[src/rtl/alarm_set.sv]
// Alarm time / enable setting from push-buttons, with field-by-field shadow edit and atomic commit.
// Optional hold-to-repeat on UP/DOWN is built when ALARM_SET_AUTOREPEAT_EN is defined.
module alarm_set #(
  parameter logic [16:0] DEFAULT_ALARM = 17'd25200,
  parameter int unsigned REPEAT_DELAY  = 50000,
  parameter int unsigned REPEAT_PERIOD = 10000
) (
  input  logic        clk,
  input  logic        rst,
  input  logic        btn_mode,
  input  logic        btn_up,
  input  logic        btn_down,
  input  logic        btn_enable,
  output logic [16:0] alarm_time,
  output logic        alarm_enable,
  output logic        editing,
  output logic [1:0]  edit_field,
  output logic [4:0]  edit_hour,
  output logic [5:0]  edit_min,
  output logic [5:0]  edit_sec
);

  typedef enum logic [1:0] {
    StIdle     = 2'd0,
    StEditHour = 2'd1,
    StEditMin  = 2'd2,
    StEditSec  = 2'd3
  } state_e;

  // Button bit order: 0 = mode, 1 = up, 2 = down, 3 = enable
  logic [3:0] sync1_q, sync2_q, prev_q, press;

  state_e      state_q, state_d;
  logic        enable_q, enable_d;
  logic [16:0] alarm_time_q, alarm_time_d;
  logic [4:0]  hour_q, hour_d;
  logic [5:0]  min_q, min_d;
  logic [5:0]  sec_q, sec_d;

  logic        up_step, down_step;
  logic [16:0] time_rem;
  logic [4:0]  load_hour;
  logic [5:0]  load_min, load_sec;
  logic [16:0] commit_time;
  logic [5:0]  stepped;

  always_ff @(posedge clk or posedge rst) begin
    if (rst) begin
      sync1_q <= '0;
      sync2_q <= '0;
      prev_q  <= '0;
    end else begin
      sync1_q <= {btn_enable, btn_down, btn_up, btn_mode};
      sync2_q <= sync1_q;
      prev_q  <= sync2_q;
    end
  end

  assign press = sync2_q & ~prev_q;

  function automatic logic [5:0] wrap_step(logic [5:0] v, logic [5:0] max, logic up);
    if (up) return (v == max) ? 6'd0 : v + 6'd1;
    else    return (v == 6'd0) ? max : v - 6'd1;
  endfunction

`ifdef ALARM_SET_AUTOREPEAT_EN
  localparam logic [16:0] DelayC  = 17'(REPEAT_DELAY);
  localparam logic [16:0] PeriodC = 17'(REPEAT_PERIOD);

  logic [16:0] cnt_q, cnt_d;
  logic        rpt_fire, holding;

  // Counter measures cycles since the press step; after the first repeat it is rewound by
  // one period so later repeats land every REPEAT_PERIOD cycles (needs DELAY >= PERIOD).
  always_comb begin
    cnt_d    = '0;
    rpt_fire = 1'b0;
    holding  = (state_q != StIdle) && (sync2_q[1] ^ sync2_q[2]) && !press[0] && !press[3];
    if (holding && !(press[1] || press[2])) begin
      if (cnt_q + 17'd1 == DelayC) begin
        rpt_fire = 1'b1;
        cnt_d    = DelayC - PeriodC;
      end else begin
        cnt_d = cnt_q + 17'd1;
      end
    end
  end

  always_ff @(posedge clk or posedge rst) begin
    if (rst) cnt_q <= '0;
    else     cnt_q <= cnt_d;
  end

  assign up_step   = (press[1] & ~press[2]) | (rpt_fire & sync2_q[1]);
  assign down_step = (press[2] & ~press[1]) | (rpt_fire & sync2_q[2]);
`else
  logic unused_cfg;
  assign unused_cfg = ^{17'(REPEAT_DELAY), 17'(REPEAT_PERIOD)};

  assign up_step   = press[1] & ~press[2];
  assign down_step = press[2] & ~press[1];
`endif

  assign time_rem    = alarm_time_q % 17'd3600;
  assign load_hour   = 5'(alarm_time_q / 17'd3600);
  assign load_min    = 6'(time_rem / 17'd60);
  assign load_sec    = 6'(alarm_time_q % 17'd60);
  assign commit_time = 17'(hour_q) * 17'd3600 + 17'(min_q) * 17'd60 + 17'(sec_q);

  always_comb begin
    state_d      = state_q;
    enable_d     = enable_q;
    alarm_time_d = alarm_time_q;
    hour_d       = hour_q;
    min_d        = min_q;
    sec_d        = sec_q;
    stepped      = '0;
    unique case (state_q)
      StIdle: begin
        if (press[0]) begin
          hour_d  = load_hour;
          min_d   = load_min;
          sec_d   = load_sec;
          state_d = StEditHour;
        end else if (press[3]) begin
          enable_d = ~enable_q;
        end
      end
      StEditHour, StEditMin, StEditSec: begin
        if (press[0]) begin
          if (state_q == StEditSec) begin
            alarm_time_d = commit_time;
            state_d      = StIdle;
          end else if (state_q == StEditHour) begin
            state_d = StEditMin;
          end else begin
            state_d = StEditSec;
          end
        end else if (press[3]) begin
          state_d = StIdle;
        end else if (up_step || down_step) begin
          if (state_q == StEditHour) begin
            stepped = wrap_step({1'b0, hour_q}, 6'd23, up_step);
            hour_d  = stepped[4:0];
          end else if (state_q == StEditMin) begin
            min_d = wrap_step(min_q, 6'd59, up_step);
          end else begin
            sec_d = wrap_step(sec_q, 6'd59, up_step);
          end
        end
      end
      default: state_d = StIdle;
    endcase
  end

  always_ff @(posedge clk or posedge rst) begin
    if (rst) begin
      state_q      <= StIdle;
      enable_q     <= 1'b0;
      alarm_time_q <= DEFAULT_ALARM;
      hour_q       <= '0;
      min_q        <= '0;
      sec_q        <= '0;
    end else begin
      state_q      <= state_d;
      enable_q     <= enable_d;
      alarm_time_q <= alarm_time_d;
      hour_q       <= hour_d;
      min_q        <= min_d;
      sec_q        <= sec_d;
    end
  end

  // Enable is masked during edit so the comparator cannot fire on a half-edited alarm.
  assign alarm_time   = alarm_time_q;
  assign editing      = (state_q != StIdle);
  assign alarm_enable = enable_q & ~editing;
  assign edit_field   = state_q;
  assign edit_hour    = hour_q;
  assign edit_min     = min_q;
  assign edit_sec     = sec_q;

endmodule

[config.mk]
export PLATFORM = sky130hd
export DESIGN_NAME = alarm_set
export DESIGN_NICKNAME = d
export VERILOG_FILES = /design/src/rtl/alarm_set.sv
export SDC_FILE = /design/constraint.sdc
export NUM_CORES = 1
export LEC_CHECK = 0
export CORE_ASPECT_RATIO = 2
export CORE_UTILIZATION = 45
export DETAILED_ROUTE_END_ITERATION = 10
export HOLD_SLACK_MARGIN = 0.06
export PLACE_DENSITY_LB_ADDON = 0.3
export SYNTH_ARGS = -nofsm -noshare
export SYNTH_HDL_FRONTEND = slang
export SYNTH_SLANG_ARGS = --single-unit
[constraint.sdc]
create_clock -name clk -period 7 [get_ports clk]
set_clock_uncertainty 0.2 [all_clocks]
set_input_delay 1.05 -clock clk [delete_from_list [all_inputs] [get_ports clk]]
set_output_delay 1.05 -clock clk [all_outputs]
set_load 0.005 [all_outputs]
==> flow_summary.json, run 1 <==
{
  "post_drt_wl_per_cell_um": 19.1,
  "slew_headroom_pct": 27.3,
  "fin_crit_ns": 6.75,
  "async_flop_share_pct": 100,
  "grt_pass1_wl_um": 38800,
  "rsz0062_at_grt": "true",
  "gr-usage-all-layers_pct": 27.2,
  "synth_area_leaders": "dfrtp_1 (13%), ha_1 (12%), o21ai_0 (4.6%)",
  "tightest_slew_ns": 1.08,
  "setup_viol": 0,
  "yosys.area.top_type": "dfrtp_1",
  "layout_commonest_cell": "ha_1",
  "rrSetupSlack_ns": 0.25,
  "place.gp.congestion": 0.980,
  "vias_per_cell": 6.37,
  "dr_wl_met2_um": 13200,
  "cts_root_buf": "clkbuf_16",
  "drtAntennaViolNets": 0,
  "dr.pass1.iters": 4,
  "clkTransAtPathRegs_ns": 0.07,
  "fmax_mhz": 148,
  "required_ns": 7.01,
  "synth-edff-count": 0,
  "layout.cells.non_filler": 1277,
  "clk_path_buf_depth": 2,
  "top_layer_used": "met4",
  "place_hpwl_um": 18800,
  "r2r_end": "edit_min[0]",
  "hold_path_depth": 0,
  "fill_cells": 1657,
  "wl_met1_um": 8570,
  "dp_cells": 1258,
  "outcome": "finished clean",
  "drc_errors": 0,
  "start_util_pct": 46.1,
  "layout-drive-gt1-share_pct": 15.6,
  "place_ws_ns": -0.0236,
  "clk_latency_ns": 0.30,
  "min_path_type": "reg -> reg",
  "grt_overflow": 0,
  "clkSinkCount": 49,
  "period_share_pct": 96.5,
  "dieArea_um2": 18400,
  "ys_warn_count": 0,
  "finalNetCount": 1163,
  "drt_iter0_markers": 370,
  "postPlaceCellArea_um2": 8740,
  "grt_start_max_net_pins": 50,
  "die_h_um": 191,
  "arrival_ns": 6.76,
  "die_w_um": 96.3,
  "cts_tree": "done",
  "antenna_found_initial": 0,
  "diodes": 0,
  "endpoint": "edit_min[0]",
  "grt_pass1_vias": 7844,
  "drt_wl_total_um": 24400,
  "holdBufCountCts": 0,
  "synth_area_um2": 8010,
  "worst_slack_ns": 0.246,
  "num_vias": 8137,
  "syn_avg_cell_area_um2": 7.84,
  "wl_met3_um": 893,
  "rows": 68,
  "port_buffers": 43,
  "finish.instance_area_um2": 9240,
  "most-common-layout-cells": "ha_1 (76), nand2_1 (75), o21ai_0 (72)",
  "cp-end-kind": "register",
  "finalHoldViolCount": 0,
  "worstSetupPathType": "reg -> reg",
  "reg2reg_depth": 22,
  "synth-seq-cells": 49,
  "synth-main-ff-cell": "dfrtp_1",
  "io_pins": 44,
  "area_delta_synth_final_pct": 15.3,
  "startpoint_type": "register",
  "worstPathMaxFanout": 23,
  "drv_slew": 0,
  "core_um2": 17400,
  "r2r-start": "alarm_time[12]",
  "cts_buffers": 5,
  "ys_seq_area_share_pct": 15.4,
  "drv_cap": 0,
  "synth_cell_type_count": 104,
  "synthesis.nets": 1118,
  "fin_tns_setup_ns": 0,
  "yosysTopAreaCellShare_pct": 13.4,
  "synthCells": 1021,
  "startpoint": "alarm_time[12]",
  "htreeDepth": 2
}
==> sequential cells by signal, indices dropped and copies added, names as in the netlist <==
signal	count
enable_q	1
edit_field	2
edit_min	6
sync1_q	4
edit_sec	6
alarm_time	17
edit_hour	5
prev_q	4
sync2_q	4
==> cell families after synthesis <==
| family | after synthesis | synth area share [%] |
|---|---|---|
| fa+ha+maj | 97 | 16.4 |
| compound gates | 358 | 32.5 |
| mux | 25 | 3.44 |
| flops | 49 | 15.4 |
| simple gates | 331 | 21.2 |
| xor+xnor | 45 | 4.92 |
| buf+inv | 116 | 6.09 |
==> worst max-delay path: stages, from the launching register on <==
cell	delay (ns)
dfrtp_1	0.38
buf_4	0.22
or3_1	0.45
a211oi_2	0.32
o2bb2ai_1	0.17
nor2_2	0.42
o311ai_4	0.20
a31o_2	0.38
o31ai_2	0.37
a221o_2	0.32
nand2_1	0.12
or4_4	0.46
and2_2	0.26
nor4_2	0.33
or3_4	0.29
o21ai_1	0.12
a22oi_2	0.28
a21oi_1	0.11
or4b_4	0.52
a21boi_2	0.20
nor4_1	0.08
nand3b_1	0.18
a221oi_2	0.28
==> per-layer routing <==
| metal | vias to the layer above | global-route usage, % |
|---|---|---|
| li1 | 3899 | - |
| met1 | 3882 | 26.3 |
| met2 | 245 | 51.2 |
| met3 | 111 | 3.95 |
| met4 | 0 | 17.5 |
| met5 | - | 0 |
==> timing repair <==
item,CTS,global route
setup buffers,0,10
setup endpoints to repair,2,8
hold endpoints to repair,0,0
gates resized for setup,3,50
gates cloned,0,1
pin swaps,0,5
==> metrics by stage <==
step / util [%] / hold slack, ns
final: 53.2 / 0.151
after global routing: 53.2 / 0.154
after CTS: 51.2 / 0.152
after detailed placement: 50.3 / 0.137
after global placement: 50.3 / 0.135
after floorplan: - / 0.131
==> area by class of cell <==
type / instances / area (um^2) / area share (%)
Timing Repair Buffer: 92 / 808 / 8.75
Clock buffer: 5 / 125 / 1.35
Tap cell: 210 / 263 / 2.84
Multi-Input combinational cell: 857 / 6550 / 70.9
Inverter: 61 / 229 / 2.48
Clock inverter: 3 / 21.3 / 0.230
Sequential cell: 49 / 1240 / 13.4
==> Yosys cell counts, drive strengths merged, types with 6 or more instances <==
| cell | n |
|---|---|
| a311oi | 7 |
| or3 | 10 |
| mux2i | 11 |
| a22oi | 8 |
| inv | 59 |
| or4 | 6 |
| dfstp | 6 |
| a21oi | 71 |
| nand3 | 37 |
| o31ai | 13 |
| o21bai | 11 |
| mux2 | 14 |
| nand2b | 10 |
| ha | 76 |
| a21o | 19 |
| nor2b | 6 |
| clkbuf | 32 |
| a211o | 10 |
| nand4 | 12 |
| o2111ai | 7 |
| nand2 | 77 |
| nor2 | 74 |
| buf | 23 |
| nor4 | 6 |
| nor3 | 38 |
| and2 | 18 |
| dfrtp | 43 |
| nor3b | 7 |
| a31oi | 16 |
| xnor2 | 38 |
| xor2 | 7 |
| o21ai | 83 |
| or2 | 9 |
| a31o | 6 |
| o311ai | 6 |
| a211oi | 22 |
| maj3 | 6 |
| o211ai | 19 |
| fa | 15 |
==> worst min path at each step <==
stage | startpoint | end | slack [ns]
final | sync1_q[2] | sync2_q[2] | 0.15
after global routing | sync1_q[2] | sync2_q[2] | 0.15
after CTS | sync1_q[2] | sync2_q[2] | 0.15
after detailed placement | sync1_q[2] | sync2_q[2] | 0.14
after global placement | sync1_q[1] | sync2_q[1] | 0.13
after floorplan | sync1_q[0] | sync2_q[0] | 0.13
Power of run 1 is not shown: default switching activity piles up to over one toggle a cycle in this logic, so the estimate is an artifact.
==> run 2: changes to the inputs <==
--- a/config.mk
+++ b/config.mk
@@ -5,9 +5,11 @@
 export SDC_FILE = /design/constraint.sdc
 export NUM_CORES = 1
 export LEC_CHECK = 0
+export ABC_AREA = 0
 export CORE_ASPECT_RATIO = 2
 export CORE_UTILIZATION = 45
 export DETAILED_ROUTE_END_ITERATION = 10
+export DONT_BUFFER_PORTS = 1
 export HOLD_SLACK_MARGIN = 0.06
 export PLACE_DENSITY_LB_ADDON = 0.3
 export SYNTH_ARGS = -nofsm -noshare
==> flow_summary.json, run 2 (synthesized netlist as in run 1, its figures left out) <==
{
  "cts_tree": "done",
  "worst_slack_ns": 0.279,
  "clk_path_buf_depth": 2,
  "drt_iter0_markers": 332,
  "area_delta_synth_final_pct": 9.42,
  "cts_root_buf": "clkbuf_16",
  "start_util_pct": 46.1,
  "worst_path_max_delay_cell": "dfstp_2",
  "place_hpwl_um": 18600,
  "dr.pass1.iters": 5,
  "die_w_um": 96.3,
  "num_vias": 8014,
  "finalHoldViolCount": 0,
  "worstPathMaxFanout": 14,
  "core_um2": 17400,
  "setup_viol": 0,
  "crit_chain": "buf_4 -> nand2_1 -> or3_1 -> nand4_1 -> o21ai_2 -> o311ai_2 -> nand3_2 -> a211o_4 -> a221o_2 -> a21oi_2 -> a2111oi_4 -> and2_2 -> a2111oi_4 -> or3b_4 -> and2_1 -> o211ai_1 -> nor4b_2 -> or4b_4 -> a21boi_2 -> nor4_1 -> nand3b_1 -> a221oi_2",
  "finish.instance_area_um2": 8760,
  "rows": 68,
  "min_path_type": "reg -> reg",
  "fin_tns_setup_ns": 0,
  "htreeDepth": 2,
  "port_buffers": 0,
  "cpMostUsedCell": "a2111oi_4",
  "outcome": "finished clean",
  "drt_wl_total_um": 24100,
  "drv_slew": 0,
  "gr-usage-all-layers_pct": 26.7,
  "cp_slowest_stage_delay_ns": 0.64,
  "grt_pass1_wl_um": 38600,
  "largest_register_ff_count": 17,
  "drv_cap": 0,
  "required_ns": 7.00,
  "clkTransAtPathRegs_ns": 0.07,
  "cts_buffers": 5,
  "io_pins": 44,
  "grt_overflow": 0,
  "grt_pass1_vias": 7887,
  "hold_slack_ns": 0.154,
  "die_h_um": 191,
  "clk_latency_ns": 0.29,
  "finalNetCount": 1119,
  "period_share_pct": 96.0,
  "startpoint_type": "register",
  "grt_start_max_net_pins": 50,
  "dieArea_um2": 18400,
  "post_drt_wl_per_cell_um": 19.5,
  "fin_crit_ns": 6.72,
  "postPlaceCellArea_um2": 8300,
  "antenna_found_initial": 0,
  "slew_headroom_pct": 23.0,
  "place_ws_ns": 0.0870,
  "vias_per_cell": 6.50,
  "arrival_ns": 6.72,
  "place.gp.congestion": 0.992,
  "cp-end-kind": "register",
  "drtAntennaViolNets": 0,
  "holdBufCountCts": 0,
  "drc_errors": 0,
  "tightest_slew_ns": 1.15,
  "clkSinkCount": 49,
  "worstSetupPathType": "reg -> reg",
  "fmax_mhz": 149,
  "diodes": 0,
  "most-common-layout-cells": "nand2_1 (76), ha_1 (76), o21ai_0 (73)",
  "layout-drive-gt1-share_pct": 15.9
}
==> run 2: cell count changes in the layout (fill, tap and decap cells not counted), sizes merged <==
cell	before	now
inv	60	59
clkdlybuf4s50	43	0
==> run 2: worst paths after layout <==
| kind | startpoint | to | slack [ns] | cells after the start |
|---|---|---|---|---|
| max | alarm_time[14] | edit_min[0] | 0.28 | 22 |
| min | sync1_q[0] | sync2_q[0] | 0.15 | 0 |
| max reg2reg | alarm_time[14] | edit_min[0] | 0.28 | 22 |
| min reg2reg | sync1_q[0] | sync2_q[0] | 0.15 | 0 |
| max in group asynchronous | rst | alarm_time[15] | 5.15 | 1 |
| min in group asynchronous | rst | alarm_time[1] | 0.68 | 1 |
==> run 2: cell type report <==
class	count	area [um^2]
flip-flops and latches	49	1240
well taps	210	263
fillers	1743	8590
clock inverters	2	10.0
repair buffers	48	373
clock buffers	6	129
inverters	61	233
multi-input cells	857	6520
==> run 2: per-stage QoR <==
stage	utilization, %	std cells
floorplan	-	1021
global placement	47.8	1214
detailed placement	47.8	1214
CTS	48.6	1222
global route	50.5	1233
finish	50.5	1233
==> run 2: layer usage <==
| layer | wire length (um) | GRT usage, % |
|---|---|---|
| met5 | 0 | 0 |
| met4 | 1650 | 14.9 |
| met3 | 878 | 2.87 |
| met2 | 13100 | 51.9 |
| met1 | 8450 | 26.1 |
==> run 2: critical path: cells and delay by family, from the launching register on <==
| kind | cells | cell delay, ns |
|---|---|---|
| flops | 1 | 0.64 |
| buf+inv | 1 | 0.17 |
| compound gates | 10 | 2.76 |
| simple gates | 11 | 2.85 |
==> run 2: timing repair <==
item / CTS / global route
buffers inserted: 0 / 10
setup endpoints to repair: 0 / 8
gates resized for setup: 0 / 46
Power of run 2 is left out for the same reason.
==> run 3: changes to the inputs <==
--- a/config.mk
+++ b/config.mk
@@ -6,7 +6,6 @@
 export NUM_CORES = 1
 export LEC_CHECK = 0
 export ABC_AREA = 0
-export CORE_ASPECT_RATIO = 2
 export CORE_UTILIZATION = 45
 export DETAILED_ROUTE_END_ITERATION = 10
 export DONT_BUFFER_PORTS = 1
==> flow_summary.json, run 3 (synthesized netlist as in run 1, its figures left out) <==
{
  "tightest_slew_ns": 1.09,
  "die_w_um": 135,
  "fmax_mhz": 145,
  "layout-drive-gt1-share_pct": 14.8,
  "hold_slack_ns": 0.151,
  "drtAntennaViolNets": 0,
  "place_hpwl_um": 15500,
  "gr-usage-all-layers_pct": 22.8,
  "core_um2": 17400,
  "cts_tree": "done",
  "cts_root_buf": "clkbuf_16",
  "clkTransAtPathRegs_ns": 0.07,
  "drv_slew": 0,
  "grt_pass1_vias": 6945,
  "grt_overflow": 0,
  "required_ns": 7.01,
  "fin_crit_ns": 6.89,
  "worst_path_max_delay_cell": "o311ai_0",
  "vias_per_cell": 6.22,
  "dieArea_um2": 18300,
  "drv_cap": 0,
  "layout_commonest_cell": "ha_1",
  "diodes": 0,
  "dr.pass1.iters": 5,
  "grt_pass1_wl_um": 34100,
  "dp_cells": 1218,
  "rows": 48,
  "layout.cells.non_filler": 1243,
  "cts_buffers": 5,
  "io_pins": 44,
  "drt_iter0_markers": 513,
  "crit_chain": "or4_1 -> a311o_1 -> a2bb2oi_4 -> nor3_4 -> o31a_4 -> o21ai_4 -> buf_4 -> o311ai_0 -> o311ai_2 -> or4_4 -> and2_2 -> a311oi_1 -> a211o_1 -> o21ai_1 -> a22oi_2 -> a21oi_1 -> or4b_4 -> a21boi_2 -> nor4_2 -> nand3b_1 -> a221oi_2",
  "worstSetupPathType": "reg -> reg",
  "port_buffers": 0,
  "cp-end-kind": "register",
  "antenna_found_initial": 0,
  "slew_headroom_pct": 26.9,
  "finalHoldViolCount": 0,
  "hold_path_depth": 0,
  "htreeDepth": 2,
  "outcome": "finished clean",
  "fill_cells": 1634,
  "num_vias": 7730,
  "min_path_type": "reg -> reg",
  "place.gp.congestion": 0.910,
  "cp_slowest_stage_delay_ns": 0.58,
  "clkSinkCount": 49,
  "drt_wl_total_um": 21000,
  "largest_register_ff_count": 17,
  "post_drt_wl_per_cell_um": 16.9,
  "holdBufCountCts": 0,
  "die_h_um": 135,
  "period_share_pct": 98.5,
  "startpoint_type": "register",
  "setup_viol": 0,
  "area_delta_synth_final_pct": 9.56,
  "grt_start_max_net_pins": 50,
  "clk_latency_ns": 0.30,
  "most-common-layout-cells": "ha_1 (76), nand2_1 (75), o21ai_0 (73)",
  "arrival_ns": 6.90,
  "worstPathMaxFanout": 10,
  "reg2reg_depth": 21,
  "start_util_pct": 46.1,
  "clk_path_buf_depth": 2,
  "drc_errors": 0,
  "finalNetCount": 1114
}
-- run 3: changes by cell type in the layout (fill, tap and decap cells not counted), sizes merged --
cell,delta
clkinv,-1
buf,-5
bufinv,+1
inv,+1
clkbuf,-1
-- run 3: final timing paths --
check | start | endpoint | slack, ns
setup / recovery | alarm_time[11] | edit_min[0] | 0.11
hold / removal | sync1_q[1] | sync2_q[1] | 0.15
setup reg to reg | alarm_time[11] | edit_min[0] | 0.11
hold reg to reg | sync1_q[1] | sync2_q[1] | 0.15
max in group asynchronous | rst | alarm_time[11] | 5.18
min in group asynchronous | rst | sync2_q[2] | 0.69
-- run 3: stage by stage --
step / setup TNS [ns] / setup slack [ns] / utilization, % / instance area (um^2)
floorplan: 0 / 0.831 / - / 8010
global placement: 0 / 0.183 / 47.4 / 8230
detailed placement: 0 / 0.105 / 47.4 / 8230
CTS: 0 / 0.0916 / 48.4 / 8410
global route: -0.310 / -0.170 / 50.6 / 8770
finish: 0 / 0.106 / 50.6 / 8770
-- run 3: cell type report --
class                   instances  area [um^2]  area share [%]
repair buffers                 43          335            3.82
multi-input cells             857         6520            74.3
clock buffers                   5          125            1.43
clock inverters                 3         48.8           0.556
inverters                      61          229            2.61
well taps                     225          282            3.21
flip-flops and latches         49         1240            14.1
-- run 3: critical path: cells and delay by family, from the launching register on --
kind / cells / cell delay (ns)
AOI/OAI and AO/OA: 13 / 3.47
and+or+nand+nor: 7 / 2.51
DFF: 1 / 0.46
buffers and inverters: 1 / 0.17
-- run 3: timing repair --
| action | 4_1_cts | 5_1_grt |
|---|---|---|
| buffers inserted | 0 | 16 |
| hold endpoints to repair | 0 | 0 |
| endpoints found under the setup margin | 0 | 6 |
| resized for setup | 0 | 42 |
-- run 3: routing by layer --
layer  up-vias  global-route usage [%]  wire length (um)
li1       3828                       -                 -
met1      3634                    31.8              9840
met2       240                    38.3              9740
met3        28                    2.21              1170
met4         0                    4.18               287
met5         -                       0                 0
Power of run 3 is left out for the same reason.
==> RTL edit 1 (flow settings as in run 2) <==
Add an input register stage for `btn_up`; this delays it by one clock. The other inputs are not delayed to match.
--- a/src/rtl/alarm_set.sv
+++ b/src/rtl/alarm_set.sv
@@ -28,4 +28,10 @@
   } state_e;
 
+  logic btn_up_q;
+
+  always_ff @(posedge clk) begin
+    btn_up_q <= btn_up;
+  end
+
   // Button bit order: 0 = mode, 1 = up, 2 = down, 3 = enable
   logic [3:0] sync1_q, sync2_q, prev_q, press;
@@ -51,5 +57,5 @@
       prev_q  <= '0;
     end else begin
-      sync1_q <= {btn_enable, btn_down, btn_up, btn_mode};
+      sync1_q <= {btn_enable, btn_down, btn_up_q, btn_mode};
       sync2_q <= sync1_q;
       prev_q  <= sync2_q;
Check against the original RTL: not equivalent (a bounded check fails within 10 cycles, from zero or initial values and one cycle with rst high).
==> RTL edit 1 against run 2 <==
Setup slack worse by 0.069 ns. Synthesized area up 0.25%. Critical path depth unchanged. Wire length up 3.4%. Non-clock buffer count up 7. Cell area up 1.7%. Sequential cell count up 1.
Power is left out: the tool's default activity adds up to more than one toggle a clock period on the data nets, which glitch-free logic cannot reach.
==> RTL edit 1: results (changes against run 2) <==
| Metric | Value |
|---|---|
| ANT cells | 0 (unchanged) |
| Crit. Startpoint | alarm_time[12] |
| Transition time of the tightest slew-check pin | 1.14 ns (-0.00594 ns) |
| Ys flop type | dfrtp_1 |
| Register area share after synthesis | 15.6% (+0.21 points) |
| Number of flip-flops in the largest register | 17 (unchanged) |
| Synth Warn # | 0 (unchanged) |
| Post-synth top cells | ha_1 (76), nand2_1 (76), nor2_1 (73), o21ai_0 (73), a21oi_1 (69) |
| Drt total wl | 24900 um (+3.4%) |
| Fillers | 1730 (-0.75%) |
| 1st-iter DRT viols | 449 (+35%) |
| Area contributors post-synth | dfrtp_1 (13%), ha_1 (12%), o21ai_0 (4.6%), a21oi_1 (4.3%), xnor2_1 (4.1%) |
| Number of global-route vias before repair | 8065 (+2.3%) |
| Gr usage total | 28.1% (+1.4 points) |
| Grt total ovfl | 0 (unchanged) |
| Critical Path Max Stage Delay | 0.64 ns (about the same) |
| Initial antenna violation count | 0 (unchanged) |
| First-pass GRT wire length | 40100 um (+3.7%) |
| Number of port buffers | 0 (unchanged) |
| Post-synthesis compound-gate area fraction | 32.4% (-0.081 points) |
| Crit path max-delay family | compound AO/OA/AOI/OAI gates |
| Async S/R FF share, synth | 98.0% (-2.0 points) |
| Outcome | complete, no violations |
| Post-DP HPWL | 19500 um (+4.3%) |
| CTS-repair resized insts | 2 (+2) |
| Post-CTS setup buffers | 0 (unchanged) |
| Detailed Routing Iterations Pass 1 | 5 (unchanged) |
| Root Buffer | clkbuf_16 |
| Slowest cell on the critical path | or4_1 |
| Share of cells above drive strength 1 | 17.0% (+1.0 points) |
| Synth Area in XOR/XNOR | 4.91% (-0.012 points) |
| Placer Congestion | 0.972 (-2.0%) |
| Synth cell types | 105 (+0.96%) |
| Mux share of post-synthesis cell area | 3.43% (-0.0086 points) |
| Clk buf depth | 2 (unchanged) |
| Skew-Pair Late Insertion Delay | 0.30 ns |
| Post-synthesis adder-cell area fraction | 16.3% (-0.041 points) |
| Hold depth | 0 (unchanged) |
| Critical path arrival | 6.80 ns (+0.08 ns) |
| WHS | 0.139 ns (-0.0147 ns) |
| Num CTS Buffers | 5 (unchanged) |
| Clock slew at reported path FFs | 0.07 ns (about the same) |
| HP Class | reg -> reg |
| MaxCap Viol Count | 0 (unchanged) |
| Hold worst-path end | sync1_q[1] |
| Origin of the worst min-delay path | btn_up_q |
| Crit path to | edit_min[0] |
| Via density | 6.52 (+0.25%) |
| Reg2Reg Setup Slack | 0.21 ns (-0.07 ns) |
| Post-Syn Nets | 1119 (+0.089%) |
RTL edit 1: per-stage QoR:
step,TNS [ns],setup WS (ns),cell area [um^2],std cells
4_1_cts,0,0.00257,8600,1235
5_1_grt,-0.0850,-0.0473,8910,1241
2_1_floorplan,0,0.831,8030,1022
3_3_place_gp,0,0.0657,8410,1227
3_5_place_dp,-0.00124,-0.00124,8410,1227
6_report,0,0.210,8910,1241
RTL edit 1: per-layer routing:
metal / vias up / GRT usage (%) / wire [um]
li1: 3833 / - / -
met1: 3814 / 26.7 / 8330
met2: 289 / 51.8 / 13300
met3: 150 / 4.61 / 1120
met4: 0 / 20.9 / 2160
met5: - / 0 / 0
RTL edit 1: cell type report:
cell class,instances,share of cell area [%]
Multi-Input combinational cell,857,73.7
Sequential cell,50,14.1
Timing Repair Buffer,55,4.63
Tap cell,210,2.95
Inverter,61,2.57
Clock buffer,6,1.56
Clock inverter,2,0.435
==> RTL edit 2 (flow settings as in run 2) <==
Made on the original files. Build with the macro `ALARM_SET_AUTOREPEAT_EN` defined.
--- a/src/rtl/alarm_set.sv
+++ b/src/rtl/alarm_set.sv
@@ -1,4 +1,6 @@
 // Alarm time / enable setting from push-buttons, with field-by-field shadow edit and atomic commit.
 // Optional hold-to-repeat on UP/DOWN is built when ALARM_SET_AUTOREPEAT_EN is defined.
+`define ALARM_SET_AUTOREPEAT_EN
+
 module alarm_set #(
   parameter logic [16:0] DEFAULT_ALARM = 17'd25200,
Behaviour: no difference found for any inputs over 4 cycles, from zero or initial values and one cycle with rst high; that may be too few to reach the edited logic, so the function may still have changed.
==> RTL edit 2 against run 2 <==
Sequential cell count up 17. Die area up 8.9%. Non-clock buffer count up 88. Cell area is 21% higher. Wire length up 14%. Critical path depth is 4 higher. Synthesized area rose by 9.1%. Setup slack got worse by 0.14 ns. Critical path type unchanged. Highest routed layer unchanged.
Power is left out: the tool's default activity adds up to more than one toggle a clock period on the data nets, which glitch-free logic cannot reach.
==> RTL edit 2: results (changes against run 2) <==
| Metric | Value |
|---|---|
| Num CTS Buffers | 9 (+4) |
| Share of cells above drive strength 1 | 23.6% (+7.7 points) |
| RR Startpoint | alarm_time[12] |
| Synth Warn # | 0 (unchanged) |
| Number of port buffers | 0 (unchanged) |
| Origin of the worst min-delay path | sync1_q[3] |
| Post-DP Area | 9690 um^2 (+17%) |
| Reg2reg path depth | 26 (+18%) |
| Largest net degree at the start of global routing | 67 (+34%) |
| Critical Path Max Stage Delay | 0.58 ns (-0.06 ns) |
| First-pass GRT wire length | 43400 um (+12%) |
| Final hold vios | 0 (unchanged) |
| Crit path max-delay family | compound AO/OA/AOI/OAI gates |
| Ys flop type | dfrtp_1 |
| 1st-iter DRT viols | 390 (+17%) |
| Placer Congestion | 1.02 (+2.6%) |
| Hold worst-path end | sync2_q[3] |
| Critical path arrival | 6.89 ns (+0.17 ns) |
| Post-DP HPWL | 21200 um (+14%) |
| Detailed Routing Iterations Pass 1 | 5 (unchanged) |
| Synth cell types | 108 (+3.8%) |
| Register area share after synthesis | 19.0% (+3.6 points) |
| Final nets | 1299 (+16%) |
| Outcome | complete, no violations |
| ANT cells | 0 (unchanged) |
| Area contributors post-synth | dfrtp_1 (17%), ha_1 (11%), nand2_1 (5.2%), xnor2_1 (5.1%), o21ai_0 (4.2%) |
| Post-synth top cells | nand2_1 (122), nor2_1 (87), ha_1 (76) |
| CTS H-tree depth | 3 (+1) |
| R2r endpoint | edit_min[0] |
| Via density | 6.11 (-6.1%) |
| Post-Syn Nets | 1202 (+7.5%) |
| HP Class | reg -> reg |
| Skew-Pair Late Insertion Delay | 0.34 ns (+0.05 ns) |
| Number of global-route vias before repair | 8932 (+13%) |
| Gr usage total | 27.7% (+1.0 points) |
| Dpl ws | -0.151 ns (-0.238 ns) |
| CP Max Fanout | 9 (-5) |
| Async S/R FF share, synth | 100% (unchanged) |
| Slowest cell on the critical path | or4_4 |
| Wire per inst | 18.8 um (-3.9%) |
| Root Buffer | clkbuf_16 |
| Reg2Reg Setup Slack | 0.14 ns (-0.14 ns) |
| Slew headroom | 42.1% (+19 points) |
-- RTL edit 2: cell types whose count changed after synthesis, sizes merged, moves of 11 or more --
cell / before / now
buf: 23 / 12
nor3: 38 / 23
xor2: 7 / 23
nand2: 77 / 124
dfrtp: 43 / 60
nor2: 74 / 88
xnor2: 38 / 52
-- RTL edit 2: worst max-delay path by stage --
| stage | from | to | slack (ns) | cells after the start |
|---|---|---|---|---|
| 2_1_floorplan | alarm_time[13] | edit_min[0] | 0.17 | 23 |
| 3_3_place_gp | alarm_time[12] | edit_min[0] | -0.15 | 23 |
| 3_5_place_dp | alarm_time[12] | edit_min[0] | -0.15 | 23 |
| 4_1_cts | alarm_time[12] | edit_min[0] | 0.03 | 24 |
| 5_1_grt | alarm_time[9] | edit_min[0] | -0.12 | 24 |
| 6_report | alarm_time[12] | edit_min[0] | 0.14 | 26 |
-- RTL edit 2: cell families after synthesis --
logic type / Yosys count / share of synthesized area [%]
compound gates: 373 / 30.8
fa+ha+maj: 97 / 15.0
mux: 13 / 1.62
flops: 66 / 19.0
simple gates: 368 / 20.5
buf+inv: 113 / 5.20
xor+xnor: 75 / 7.82
-- RTL edit 2: area by class of cell --
type	count	area (um^2)
Inverter	63	236
Tap cell	255	319
Fill cell	1769	8290
Clock inverter	6	138
Sequential cell	66	1670
Multi-Input combinational cell	926	6990
Timing Repair Buffer	136	1060
Clock buffer	10	229
-- RTL edit 2: metal layers --
metal	part of all wire (%)	GRT usage, %	wire length [um]	vias up
met2	56	55.3	15300	264
li1	-	-	-	4287
met5	0	0	0	-
met4	6.0	17.1	1660	0
met1	34	24.6	9290	4264
met3	4.4	5.17	1220	112
-- RTL edit 2: timing repair --
action,CTS,global route
gates resized for setup,9,88
cloned,0,0
setup endpoints to repair,2,7
pin swaps,0,41
buffers inserted,0,24
-- RTL edit 2: through the flow --
step,std cells,hold WS (ns),util [%]
global placement,1422,0.133,51.2
detailed placement,1422,0.137,51.2
finish,1462,0.154,56.2
CTS,1438,0.156,53.4
floorplan,1105,0.131,-
global route,1462,0.161,56.2
